$ cat src/rtl/pinball_pkg.sv
// Shared types and constants for the pinball ball-launch path.
package pinball_pkg;

    localparam int LIFE_W        = 4;
    localparam int DEF_INIT_LIFE = 3;
    localparam int DEF_MAX_LIFE  = 9;

    typedef enum logic [2:0] {
        ST_IDLE,
        ST_PARK,
        ST_CHARGE,
        ST_FIRE,
        ST_FLIGHT,
        ST_RESPAWN,
        ST_OVER
    } state_t;

    // Add one life, clamped at the ceiling.
    function automatic logic [LIFE_W-1:0] life_inc_sat(
        input logic [LIFE_W-1:0] cur,
        input logic [LIFE_W-1:0] ceil
    );
        return (cur >= ceil) ? ceil : cur + 1'b1;
    endfunction

endpackage

$ cat src/rtl/launch_charger.sv
// Saturating launch-speed accumulator: clear loads the starting speed,
// step adds one increment clamped at the maximum, otherwise hold.
module launch_charger #(
    parameter int SPEED_W    = 8,
    parameter int MIN_SPEED  = 16,
    parameter int MAX_SPEED  = 200,
    parameter int SPEED_STEP = 4
) (
    input  logic               clk,
    input  logic               reset,
    input  logic               clear,
    input  logic               step,
    output logic [SPEED_W-1:0] speed
);

    localparam logic [SPEED_W:0]   STEP_EXT = (SPEED_W+1)'(SPEED_STEP);
    localparam logic [SPEED_W:0]   MAX_EXT  = (SPEED_W+1)'(MAX_SPEED);
    localparam logic [SPEED_W-1:0] MIN_VAL  = SPEED_W'(MIN_SPEED);
    localparam logic [SPEED_W-1:0] MAX_VAL  = SPEED_W'(MAX_SPEED);

    logic [SPEED_W:0]   sum;
    logic [SPEED_W-1:0] stepped;

    // One extra bit on the add so the clamp sees the true sum, never a wrap.
    always_comb begin
        sum     = {1'b0, speed} + STEP_EXT;
        stepped = (sum > MAX_EXT) ? MAX_VAL : sum[SPEED_W-1:0];
    end

    // Speed register: clear has priority over step.
    always_ff @(posedge clk or posedge reset) begin
        if (reset) begin
            speed <= '0;
        end else if (clear) begin
            speed <= MIN_VAL;
        end else if (step) begin
            speed <= stepped;
        end
    end

endmodule

$ cat src/rtl/ball_launch_controller.sv
// Ball lifecycle sequencer: park, charge, fire, flight, loss, respawn.
// Optional feature macro: BONUS_LIFE_EN (bonusLife pulses add a life).
module ball_launch_controller
    import pinball_pkg::*;
#(
    parameter int INIT_LIFE      = DEF_INIT_LIFE,
    parameter int MAX_LIFE       = DEF_MAX_LIFE,
    parameter int SPEED_W        = 8,
    parameter int MIN_SPEED      = 16,
    parameter int MAX_SPEED      = 200,
    parameter int SPEED_STEP     = 4,
    parameter int RESPAWN_FRAMES = 60
) (
    input  logic               clk,
    input  logic               reset,
    input  logic               start,
    input  logic               startOfFrame,
    input  logic               key2IsPressed,
    input  logic               ballLost,
    input  logic               bonusLife,
    output logic [LIFE_W-1:0]  life,
    output logic               ballReady,
    output logic               ballActive,
    output logic               launch,
    output logic [SPEED_W-1:0] launchSpeed
);

    localparam int CNT_W = $clog2(RESPAWN_FRAMES + 1);
    localparam logic [LIFE_W-1:0] INIT_L     = LIFE_W'(INIT_LIFE);
    localparam logic [LIFE_W-1:0] MAX_L      = LIFE_W'(MAX_LIFE);
    localparam logic [CNT_W-1:0]  RESPAWN_L  = CNT_W'(RESPAWN_FRAMES);
    localparam logic [CNT_W-1:0]  CNT_ONE    = CNT_W'(1);

    state_t            state;
    state_t            nxt;
    logic [CNT_W-1:0]  cnt;
    logic              bonus_ok;
    logic [LIFE_W-1:0] life_bonus;
    logic [LIFE_W-1:0] life_net;
    logic              charge_clear;
    logic              charge_step;

`ifndef BONUS_LIFE_EN
    logic unused_bonus;
    assign unused_bonus = bonusLife;
`endif

    // Life arithmetic: bonus saturates first, a loss then subtracts from that.
    always_comb begin
`ifdef BONUS_LIFE_EN
        bonus_ok = bonusLife && (state inside {ST_PARK, ST_CHARGE, ST_FIRE,
                                               ST_FLIGHT, ST_RESPAWN});
`else
        bonus_ok = 1'b0;
`endif
        life_bonus = bonus_ok ? life_inc_sat(life, MAX_L) : life;
        life_net   = life_bonus - 1'b1;
    end

    // Next-state decode; start low aborts to IDLE ahead of everything else.
    always_comb begin
        nxt = state;
        if (!start) begin
            nxt = ST_IDLE;
        end else begin
            unique case (state)
                ST_IDLE:    nxt = ST_PARK;
                ST_PARK:    nxt = key2IsPressed ? ST_CHARGE : ST_PARK;
                ST_CHARGE:  nxt = key2IsPressed ? ST_CHARGE : ST_FIRE;
                ST_FIRE:    nxt = ST_FLIGHT;
                ST_FLIGHT:  if (ballLost) nxt = (life_net == '0) ? ST_OVER : ST_RESPAWN;
                ST_RESPAWN: if (startOfFrame && cnt == CNT_ONE) nxt = ST_PARK;
                ST_OVER:    nxt = ST_OVER;
                default:    nxt = ST_IDLE;
            endcase
        end
    end

    // Charger controls; a release in the same cycle as a frame does not step.
    always_comb begin
        charge_clear = start && (state == ST_PARK) && key2IsPressed;
        charge_step  = start && (state == ST_CHARGE) && key2IsPressed && startOfFrame;
    end

    launch_charger #(
        .SPEED_W    (SPEED_W),
        .MIN_SPEED  (MIN_SPEED),
        .MAX_SPEED  (MAX_SPEED),
        .SPEED_STEP (SPEED_STEP)
    ) u_charger (
        .clk   (clk),
        .reset (reset),
        .clear (charge_clear),
        .step  (charge_step),
        .speed (launchSpeed)
    );

    // State, life, respawn counter and the registered status flags.
    // Flags are decoded from the next state so they line up with the state register.
    always_ff @(posedge clk or posedge reset) begin
        if (reset) begin
            state      <= ST_IDLE;
            life       <= INIT_L;
            cnt        <= '0;
            ballReady  <= 1'b0;
            ballActive <= 1'b0;
        end else begin
            state      <= nxt;
            ballReady  <= (nxt == ST_PARK) || (nxt == ST_CHARGE);
            ballActive <= (nxt == ST_FLIGHT);

            if (!start || state == ST_IDLE) begin
                life <= INIT_L;
            end else if (state == ST_FLIGHT && ballLost) begin
                life <= life_net;
            end else begin
                life <= life_bonus;
            end

            if (start && state == ST_FLIGHT && ballLost) begin
                cnt <= RESPAWN_L;
            end else if (start && state == ST_RESPAWN && startOfFrame) begin
                cnt <= cnt - 1'b1;
            end
        end
    end

    // Launch is a pure decode of the FIRE state.
    assign launch = (state == ST_FIRE);

endmodule

$ cat config.mk
export PLATFORM = sky130hd
export DESIGN_NAME = ball_launch_controller
export DESIGN_NICKNAME = d
export VERILOG_FILES = /design/src/rtl/pinball_pkg.sv /design/src/rtl/launch_charger.sv /design/src/rtl/ball_launch_controller.sv
export SDC_FILE = /design/constraint.sdc
export NUM_CORES = 1
export LEC_CHECK = 0
export BUFFER_PORTS_ARGS = -buffer_cell sky130_fd_sc_hd__clkbuf_2
export CAP_MARGIN = 20
export CELL_PAD_IN_SITES_DETAIL_PLACEMENT = 1
export CELL_PAD_IN_SITES_GLOBAL_PLACEMENT = 1
export CORE_ASPECT_RATIO = 1.4
export CORE_MARGIN = 2
export CORE_UTILIZATION = 42
export DETAILED_ROUTE_END_ITERATION = 10
export PLACE_DENSITY_LB_ADDON = 0.1
export RECOVER_POWER = 50
export SETUP_SLACK_MARGIN = 0.15
export SLEW_MARGIN = 20
export SYNTH_ARGS = -nofsm -noshare
export SYNTH_HDL_FRONTEND = slang
export SYNTH_SLANG_ARGS = --single-unit
export TNS_END_PERCENT = 5
$ cat constraint.sdc
create_clock -name clk -period 2.8 [get_ports clk]
set_clock_uncertainty 0.2 [all_clocks]
set_input_delay 0 -clock clk [delete_from_list [all_inputs] [get_ports clk]]
set_output_delay 0 -clock clk [all_outputs]
set_load 0.005 [all_outputs]
# Word level (Yosys, flattened, before mapping)
# Index checks and enable logic that the tools add are counted.
dict set report op_classes {
  n_eq_ne 10
  reduce_logical 19
  mux 14
  addsub 3
  order_cmp 1
}
# op n
set ops {}
lappend ops {{two-way mux 8 bit} 3}
lappend ops {{case mux 3 bit (7 select lines)} 1}
lappend ops {{equality test 3 bit (second input constant)} 4}
lappend ops {{two-way mux 6 bit} 2}
lappend ops {{logical AND 1 bit} 11}
lappend ops {{adder 8 x 3 -> 9 bit (second input constant)} 1}
lappend ops {{equality test 3 x 2 -> 1 bit (second input constant)} 3}
lappend ops {{> comparator 9 x 8 -> 1 bit (second input constant)} 1}
lappend ops {{two-way mux 3 bit} 3}
lappend ops {{two-way mux 4 bit} 2}
lappend ops {{equality test 3 x 1 -> 1 bit (second input constant)} 2}
lappend ops {{equality test 6 x 1 -> 1 bit (second input constant)} 1}
lappend ops {{nonzero test 2 bit} 3}
lappend ops {{subtractor 6 x 1 -> 6 bit (second input constant)} 1}
lappend ops {{logical NOT 4 bit} 1}
lappend ops {{two-way mux 2 bit} 2}
lappend ops {{subtractor 4 x 1 -> 4 bit (second input constant)} 1}
lappend ops {{logical NOT 3 bit} 1}
lappend ops {{logical OR 1 bit} 2}
lappend ops {{logical NOT 1 bit} 1}
lappend ops {{two-way mux 1 bit} 1}
dict set report totals {
  wordCells 53
  ff_bits 23
  input_bits 7
  output_inout_bits 15
}

# Logic depth before layout (Yosys ltp)
# Gate-level depths: netlist (run 1).
dict set report logic_depth {
  ltp_word 8
  mapped_depth 7
  ltp_nobuf 7
}

# By module
# From an unflattened synthesis (run 1), not the netlist that was laid out.
dict set report hier_totals {
  cells_unflattened 151
  area_unflattened_um2 1361.3
}
# mod instances area_per_inst_um2 seq_area_each_um2 cells_each
set by_module_without_submodules {}
lappend by_module_without_submodules {ball_launch_controller 1 892.1 377.9 97}
lappend by_module_without_submodules {launch_charger 1 469.2 150.1 54}

# Worst setup path after synthesis (run 1)
# OpenSTA, ideal clock, no wires.
dict set report synth_timing {
  kind {register -> register}
  startpoint {register u_charger.speed[2]}
  endpoint {register u_charger.speed[4]}
  period_less_slack_ps 2141
  n_path_buf 1
  setup_ps 124
  path_stages_with_launch 8
  path_slack_ps 659
  arrival_ps 1818
  required_ps 2476
  cell_sequence {dfrtp_1 ha_1 buf_2 nor3b_2 nand4_1 a31oi_1 o21bai_1 a211o_1}
}
dict set report synth_via {
  elab_chain_len 5
}
# element line_no
set synth_rtl {}
lappend synth_rtl {{from (decl)} launch_charger.sv:13} ;# output logic [SPEED_W-1:0] speed
lappend synth_rtl {{from (signal assigned)} launch_charger.sv:37} ;# speed <= stepped;
lappend synth_rtl {{adder 8 x 3 -> 9 bit (*)} launch_charger.sv:26} ;# sum = {1'b0, speed} + STEP_EXT;
lappend synth_rtl {{> comparator 9 x 8 -> 1 bit} launch_charger.sv:27} ;# stepped = (sum > MAX_EXT) ? MAX_VAL : sum[SPEED_W-1:0];
lappend synth_rtl {{two-way mux 8 bit (*)} launch_charger.sv:27}
lappend synth_rtl {{two-way mux 8 bit (*)} launch_charger.sv:36} ;# end else if (step) begin
lappend synth_rtl {{two-way mux 8 bit (*)} launch_charger.sv:34} ;# end else if (clear) begin
# Mark *: on every way between the ends. The rest lies on a longest branch, timed or not. The select of a mux whose other input is x is not followed.
# A chain may end at the register's enable or synchronous reset.

# Final worst setup path (run 1)
dict set report layout_timing {
  startpoint {register life[0]}
  endpoint {register state[0]}
}
dict set report layout_via {
  elab_chain_len 6
}
# element line_no
set layout_rtl {}
lappend layout_rtl {{from (decl)} ball_launch_controller.sv:21} ;# output logic [LIFE_W-1:0] life,
lappend layout_rtl {{from (signal assigned)} ball_launch_controller.sv:115} ;# life <= life_net;
lappend layout_rtl {{from (signal assigned)} ball_launch_controller.sv:117} ;# life <= life_bonus;
lappend layout_rtl {{subtractor 4 x 1 -> 4 bit} ball_launch_controller.sv:57} ;# life_net = life_bonus - 1'b1;
lappend layout_rtl {{logical NOT 4 bit} ball_launch_controller.sv:71} ;# ST_FLIGHT: if (ballLost) nxt = (life_net == '0) ? ST_OVER : ST_RESPAWN;
lappend layout_rtl {{two-way mux 2 bit} ball_launch_controller.sv:71}
lappend layout_rtl {{two-way mux 3 bit} ball_launch_controller.sv:71}
lappend layout_rtl {{case mux 3 bit (7 select lines)} ball_launch_controller.sv:66} ;# unique case (state)
lappend layout_rtl {{two-way mux 3 bit} ball_launch_controller.sv:63} ;# if (!start) begin
lappend layout_rtl {{net nxt[0]} ball_launch_controller.sv:35} ;# state_t nxt;
lappend layout_rtl {{to (signal assigned)} ball_launch_controller.sv:108} ;# state <= nxt;
lappend layout_rtl {{to (decl)} ball_launch_controller.sv:34} ;# state_t state;
# The timed path passes the listed nets, and every way through them passes these cells.

==> results_dict.tcl, run 1 <==
set metrics [dict create \
    status "finished clean" \
    drc 0 \
    synth_edf_count 0 \
    die_area_um2 3830 \
    synth_ff_type "dfrtp_1" \
    synth_area_um2 1410 \
    ys_types 48 \
    period_minus_slack_ps 2550 \
    drive_gt1_share_pct 12.7 \
    hold_viol 0 \
    endpoint_kind "flip-flop" \
    fin_crit_sh_pct 91.2 \
    layout_common_cells "nand2_1 (19), dfrtp_1 (19), nor2_1 (18)" \
    area_growth_pct 11.7 \
    yosysWarnings 0 \
    path_clk_slew_ps 80 \
    coreArea_um2 3150 \
    required_ps 2750 \
    path_class "flip-flop to flip-flop" \
    fmax_mhz 391 \
    rsz0062_at_grt "false" \
    tritoncts "done" \
    clkSinkCount 21 \
    dpl.hpwl_mm 2.62 \
    die_y_um 72.5 \
    fin_nets 195 \
    grt_pass1_wl_mm 5.86 \
    htree_levels 1 \
    syn_inst 162 \
    vdd_ir_drop_max_mv 0.331 \
    power.leakage_nw 0.691 \
    ant_nets 0 \
    portBuffers 18 \
    rr_worst_depth 8 \
    max_slew.worst_pin.slew_ps 795 \
    synth-seq-area-share_pct 37.5 \
    overflow 0 \
    min_path_type "input port to flip-flop" \
    avgSynthCellArea_um2 8.68 \
    finish.utilization_pct 49.8 \
    die_w_um 52.9 \
    tns_ps 0 \
    cts_root_buf "clkbuf_8" \
    final_area_um2 1570 \
    power_per_cell_area_nw_per_um2 468 \
    drtIter0Drc 24 \
    holdPathStages 4 \
    placedCellCount 212 \
    wl_mm 3.39 \
    max_cap_viol_count 0 \
    critPathLaunchType "flip-flop" \
    vias_per_cell 5.64 \
    clock_latency_ps 260 \
    placed_cell_area_um2 1490 \
    numCtsBuffers 3 \
    async_flop_share_pct 100 \
    setup_viol_count_final 0 \
    grt_pass1_vias 1329 \
    ys_ff_latch 21 \
    rows 24 \
    cts_setup_buffers 0 \
    antenna_found_initial 0 \
    drt-pass1-iter-count 4 \
    drv_slew 0 \
    track_usage_pct 19.8 \
    wl_per_cell_um 15.4 \
    dr_total_vias 1240 \
    initial_utilization_pct 44.6 \
    grt_max_degree 22 \
    boundaryPins 22 \
    n_antenna_cell 0 \
    critPathMaxFanout 6 \
    gp_congestion 0.749 \
    cts_buffer_depth 2 \
    arrival_ps 2500 \
    slew_headroom_pct 47.0 \
    fin_cells 220 \
]
[worst paths after layout]
kind	start	end	slack (ps)
worst max-delay path	life[0]$_DFFE_PP1P_	state[0]$_DFF_PP0_	250
worst min-delay path	key2IsPressed	u_charger.speed[2]$_DFFE_PP0P_	5
worst max register to register	life[0]$_DFFE_PP1P_	state[0]$_DFF_PP0_	250
worst min register to register	cnt[4]$_DFFE_PP0P_	cnt[4]$_DFFE_PP0P_	360
max in group asynchronous	reset	u_charger.speed[7]$_DFFE_PP0P_	1680
min in group asynchronous	reset	cnt[3]$_DFFE_PP0P_	220
[metal layers]
layer	track usage, %	vias up	share of wire (%)
li1	-	607	-
met1	21.8	614	40
met2	38.6	15	57
met3	2.88	4	2.2
met4	4.27	0	0.91
met5	0	-	0
[power by group]
part           internal, mW  switching, mW  total (mW)
clock                 0.101         0.0964       0.198
combinational        0.0679         0.0746       0.142
sequential            0.343         0.0514       0.395
total                 0.512          0.222       0.735
[state kept, by name, summed over array words and instances (netlist names)]
register,flops
ballActive,1
u_charger.speed,6
life,4
state,3
cnt,6
ballReady,1
[logic make-up (layout without fill, tap and decap cells)]
kind of cell             after synthesis  count (layout)  share of synthesized area (%)
multiplexers                           2               2                           1.42
AND/OR/NAND/NOR                       79              79                           31.1
flip-flops                            21              21                           37.5
AO/OA/AOI/OAI                         31              31                           14.1
XOR/XNOR                               6               6                           3.74
other                                  1               2                          0.267
adder cells (fa/ha/maj)                6               6                           5.34
buffers and inverters                 16              34                           6.49
[area by class of cell]
type / instances / area, µm²
clock buffer: 4 / 45.0
inverter: 8 / 30.0
sequential: 21 / 528
tap: 39 / 48.8
fill: 395 / 1580
multi-input combinational: 126 / 795
timing repair buffer: 22 / 125
[synthesized netlist by cell type, drive strengths merged, types with 2 or more instances]
cell / instances / area [µm²]
nor4: 3 / 18.8
or3: 3 / 18.8
nor3: 6 / 35.0
o21ai: 9 / 45.0
and3: 2 / 12.5
ha: 6 / 75.1
and3b: 2 / 17.5
nand3: 6 / 30.0
nand4b: 2 / 17.5
and2: 2 / 12.5
nor3b: 2 / 20.0
a21oi: 8 / 40.0
buf: 7 / 57.6
a211o: 2 / 17.5
and4: 2 / 17.5
o31ai: 2 / 15.0
nand3b: 3 / 22.5
nand2: 19 / 71.3
dfrtp: 19 / 475
mux2i: 2 / 20.0
o211ai: 2 / 15.0
inv: 8 / 30.0
xnor2: 5 / 43.8
dfstp: 2 / 52.6
nor4b: 2 / 17.5
nor2: 18 / 67.6
[what timing repair did]
action	CTS	global route
resized for setup	0	1
hold endpoints to repair	24	0
hold buffers	4	0
setup endpoints to repair	0	1
[worst max-delay path: stages (launching register included)]
cell and delay, ps:
dfstp_1 610, inv_1 100, ha_1 250, nor2_1 100, nand3_1 90, a21oi_2 180
o21ai_0 100, and4_1 240, dlygate4sd3_1 560
[through the flow]
step | setup slack (ps) | power, mW | hold slack [ps]
5_1_grt | 123 | 0.785 | 32.1
6_report | 245 | 0.735 | 5.34
3_3_place_gp | 449 | 0.523 | -48.1
3_5_place_dp | 365 | 0.539 | -21.0
2_1_floorplan | 659 | 0.494 | -225
4_1_cts | 279 | 0.745 | 4.87
No activity file was read; power rests on OpenSTA's default activity.
==> run 2, diff against run 1 <==
==> constraint.sdc (replaced) <==
create_clock -name clk -period 2.4 [get_ports clk]
set_clock_uncertainty 0.2 [all_clocks]
set_input_delay 0 -clock clk [delete_from_list [all_inputs] [get_ports clk]]
set_output_delay 0 -clock clk [all_outputs]
set_load 0.005 [all_outputs]
==> results_dict.tcl, run 2 (same netlist as run 1, synthesis figures left out) <==
set metrics [dict create \
    power.leakage_nw 0.720 \
    critPathMaxFanout 7 \
    path_depth 6 \
    die_area_um2 3830 \
    power_per_cell_area_nw_per_um2 524 \
    hold_ws_ps 79.4 \
    track_usage_pct 20.5 \
    required_ps 2360 \
    portBuffers 18 \
    ant_nets 0 \
    initial_utilization_pct 44.6 \
    vdd_ir_drop_max_mv 0.525 \
    die_y_um 72.5 \
    rr_worst_depth 6 \
    grt_max_degree 22 \
    reg2reg_from "u_charger.speed[2]$_DFFE_PP0P_" \
    r2r-end "u_charger.speed[2]$_DFFE_PP0P_" \
    n_antenna_cell 0 \
    coreArea_um2 3150 \
    fin_crit_sh_pct 90.9 \
    cts_root_buf "clkbuf_8" \
    vias_per_cell 5.57 \
    path_clk_slew_ps 70 \
    dr.max_layer_used "met4" \
    tns_ps 0 \
    rows 24 \
    overflow 0 \
    wl_met2_mm 1.98 \
    final_area_um2 1630 \
    fmax_mhz 458 \
    antenna_found_initial 0 \
    drv_slew 0 \
    wl_mm 3.38 \
    hold_viol 0 \
    fin_cells 227 \
    holdPathStages 4 \
    slew_headroom_pct 47.9 \
    met1_length_mm 1.31 \
    cp_num_buf_inv 0 \
    grt_pass1_wl_mm 6.04 \
    die_w_um 52.9 \
    placed_cell_area_um2 1530 \
    drtIter0Drc 20 \
    min_path_type "input port to flip-flop" \
    area_growth_pct 15.7 \
    boundaryPins 22 \
    cts_buffer_depth 2 \
    numCtsBuffers 3 \
    drt-pass1-iter-count 2 \
    finish.utilization_pct 51.6 \
    drive_gt1_share_pct 16.5 \
    cpMostUsedCell "o31ai_1" \
    grt_pass1_vias 1362 \
    biggestRegsByFlops "cnt x6, u_charger.speed x6, life x4" \
    fin_nets 202 \
    status "finished clean" \
    drc 0 \
    htree_levels 1 \
    r2r_slack_ps 220 \
    tritoncts "done" \
    setup_viol_count_final 0 \
    path_class "flip-flop to flip-flop" \
    hold_start "startOfFrame" \
    max_slew.worst_pin.slew_ps 781 \
    dr_total_vias 1265 \
    slowest_stage "or4b_1" \
    clock_latency_ps 250 \
    route.met3.wl_um 63 \
    dpl.hpwl_mm 2.66 \
    layout_common_cells "nand2_1 (19), nor2_1 (18), dfrtp_1 (18)" \
    max_cap_viol_count 0 \
    critPathLaunchType "flip-flop" \
    clkSinkCount 21 \
    path_delay_family "compound AO/OA/AOI/OAI gates" \
    layout_commonest_cell "nand2_1" \
    rsz0062_at_grt "true" \
    arrival_ps 2140 \
    wl_per_cell_um 14.9 \
    period_minus_slack_ps 2180 \
    placedCellCount 218 \
    endpoint_kind "flip-flop" \
    gp_congestion 0.738 \
    cpPeakStageDelay_ps 540 \
    crit_chain "ha_2 > or4b_1 > o31ai_1 > a31oi_2 > o32a_1 > o31ai_1" \
    holdPathEnd "u_charger.speed[2]$_DFFE_PP0P_" \
]
## run 2: worst reg2reg max path: stages (launching register included)
cell	delay, ps
dfrtp_1	430
ha_2	250
or4b_1	540
o31ai_1	100
a31oi_2	110
o32a_1	240
o31ai_1	210
## run 2: layout make-up
type / count / area (µm²)
clock buffer: 4 / 45.0
tap: 39 / 48.8
fill: 388 / 1530
timing repair buffer: 29 / 174
sequential: 21 / 529
inverter: 8 / 30.0
multi-input combinational: 126 / 800
## run 2: metal layers
layer	GRT usage (%)	vias to the layer above
li1	-	623
met1	21.8	623
met2	40.8	15
met3	1.85	4
met4	5.70	0
met5	0	-
## run 2: repair_timing
item                                    in CTS  in global routing
hold buffers                                 4                  0
hold endpoints to repair                    24                  0
setup buffers                                1                  0
cloned                                       0                  0
resized for setup                            2                  1
endpoints found under the setup margin       4                  4
## run 2: where the power goes
group | internal (mW) | switching [mW] | total (mW)
combinational | 0.0848 | 0.0941 | 0.179
clock | 0.118 | 0.103 | 0.221
sequential | 0.401 | 0.0521 | 0.453
## run 2: metrics by stage
stage | power, mW | setup slack, ps
floorplan | 0.576 | 259
global placement | 0.617 | 178
detailed placement | 0.635 | 85.6
CTS | 0.870 | 161
global route | 0.911 | 77.1
finish | 0.853 | 218
## run 2: worst max-delay path by stage
stage,startpoint,end,slack [ps]
after floorplan,u_charger.speed[2]$_DFFE_PP0P_,u_charger.speed[4]$_DFFE_PP0P_,260
after global placement,u_charger.speed[3]$_DFFE_PP0P_,u_charger.speed[6]$_DFFE_PP0P_,180
after detailed placement,u_charger.speed[3]$_DFFE_PP0P_,u_charger.speed[2]$_DFFE_PP0P_,90
after CTS,u_charger.speed[2]$_DFFE_PP0P_,u_charger.speed[2]$_DFFE_PP0P_,160
after global routing,u_charger.speed[2]$_DFFE_PP0P_,u_charger.speed[2]$_DFFE_PP0P_,80
final,u_charger.speed[2]$_DFFE_PP0P_,u_charger.speed[2]$_DFFE_PP0P_,220
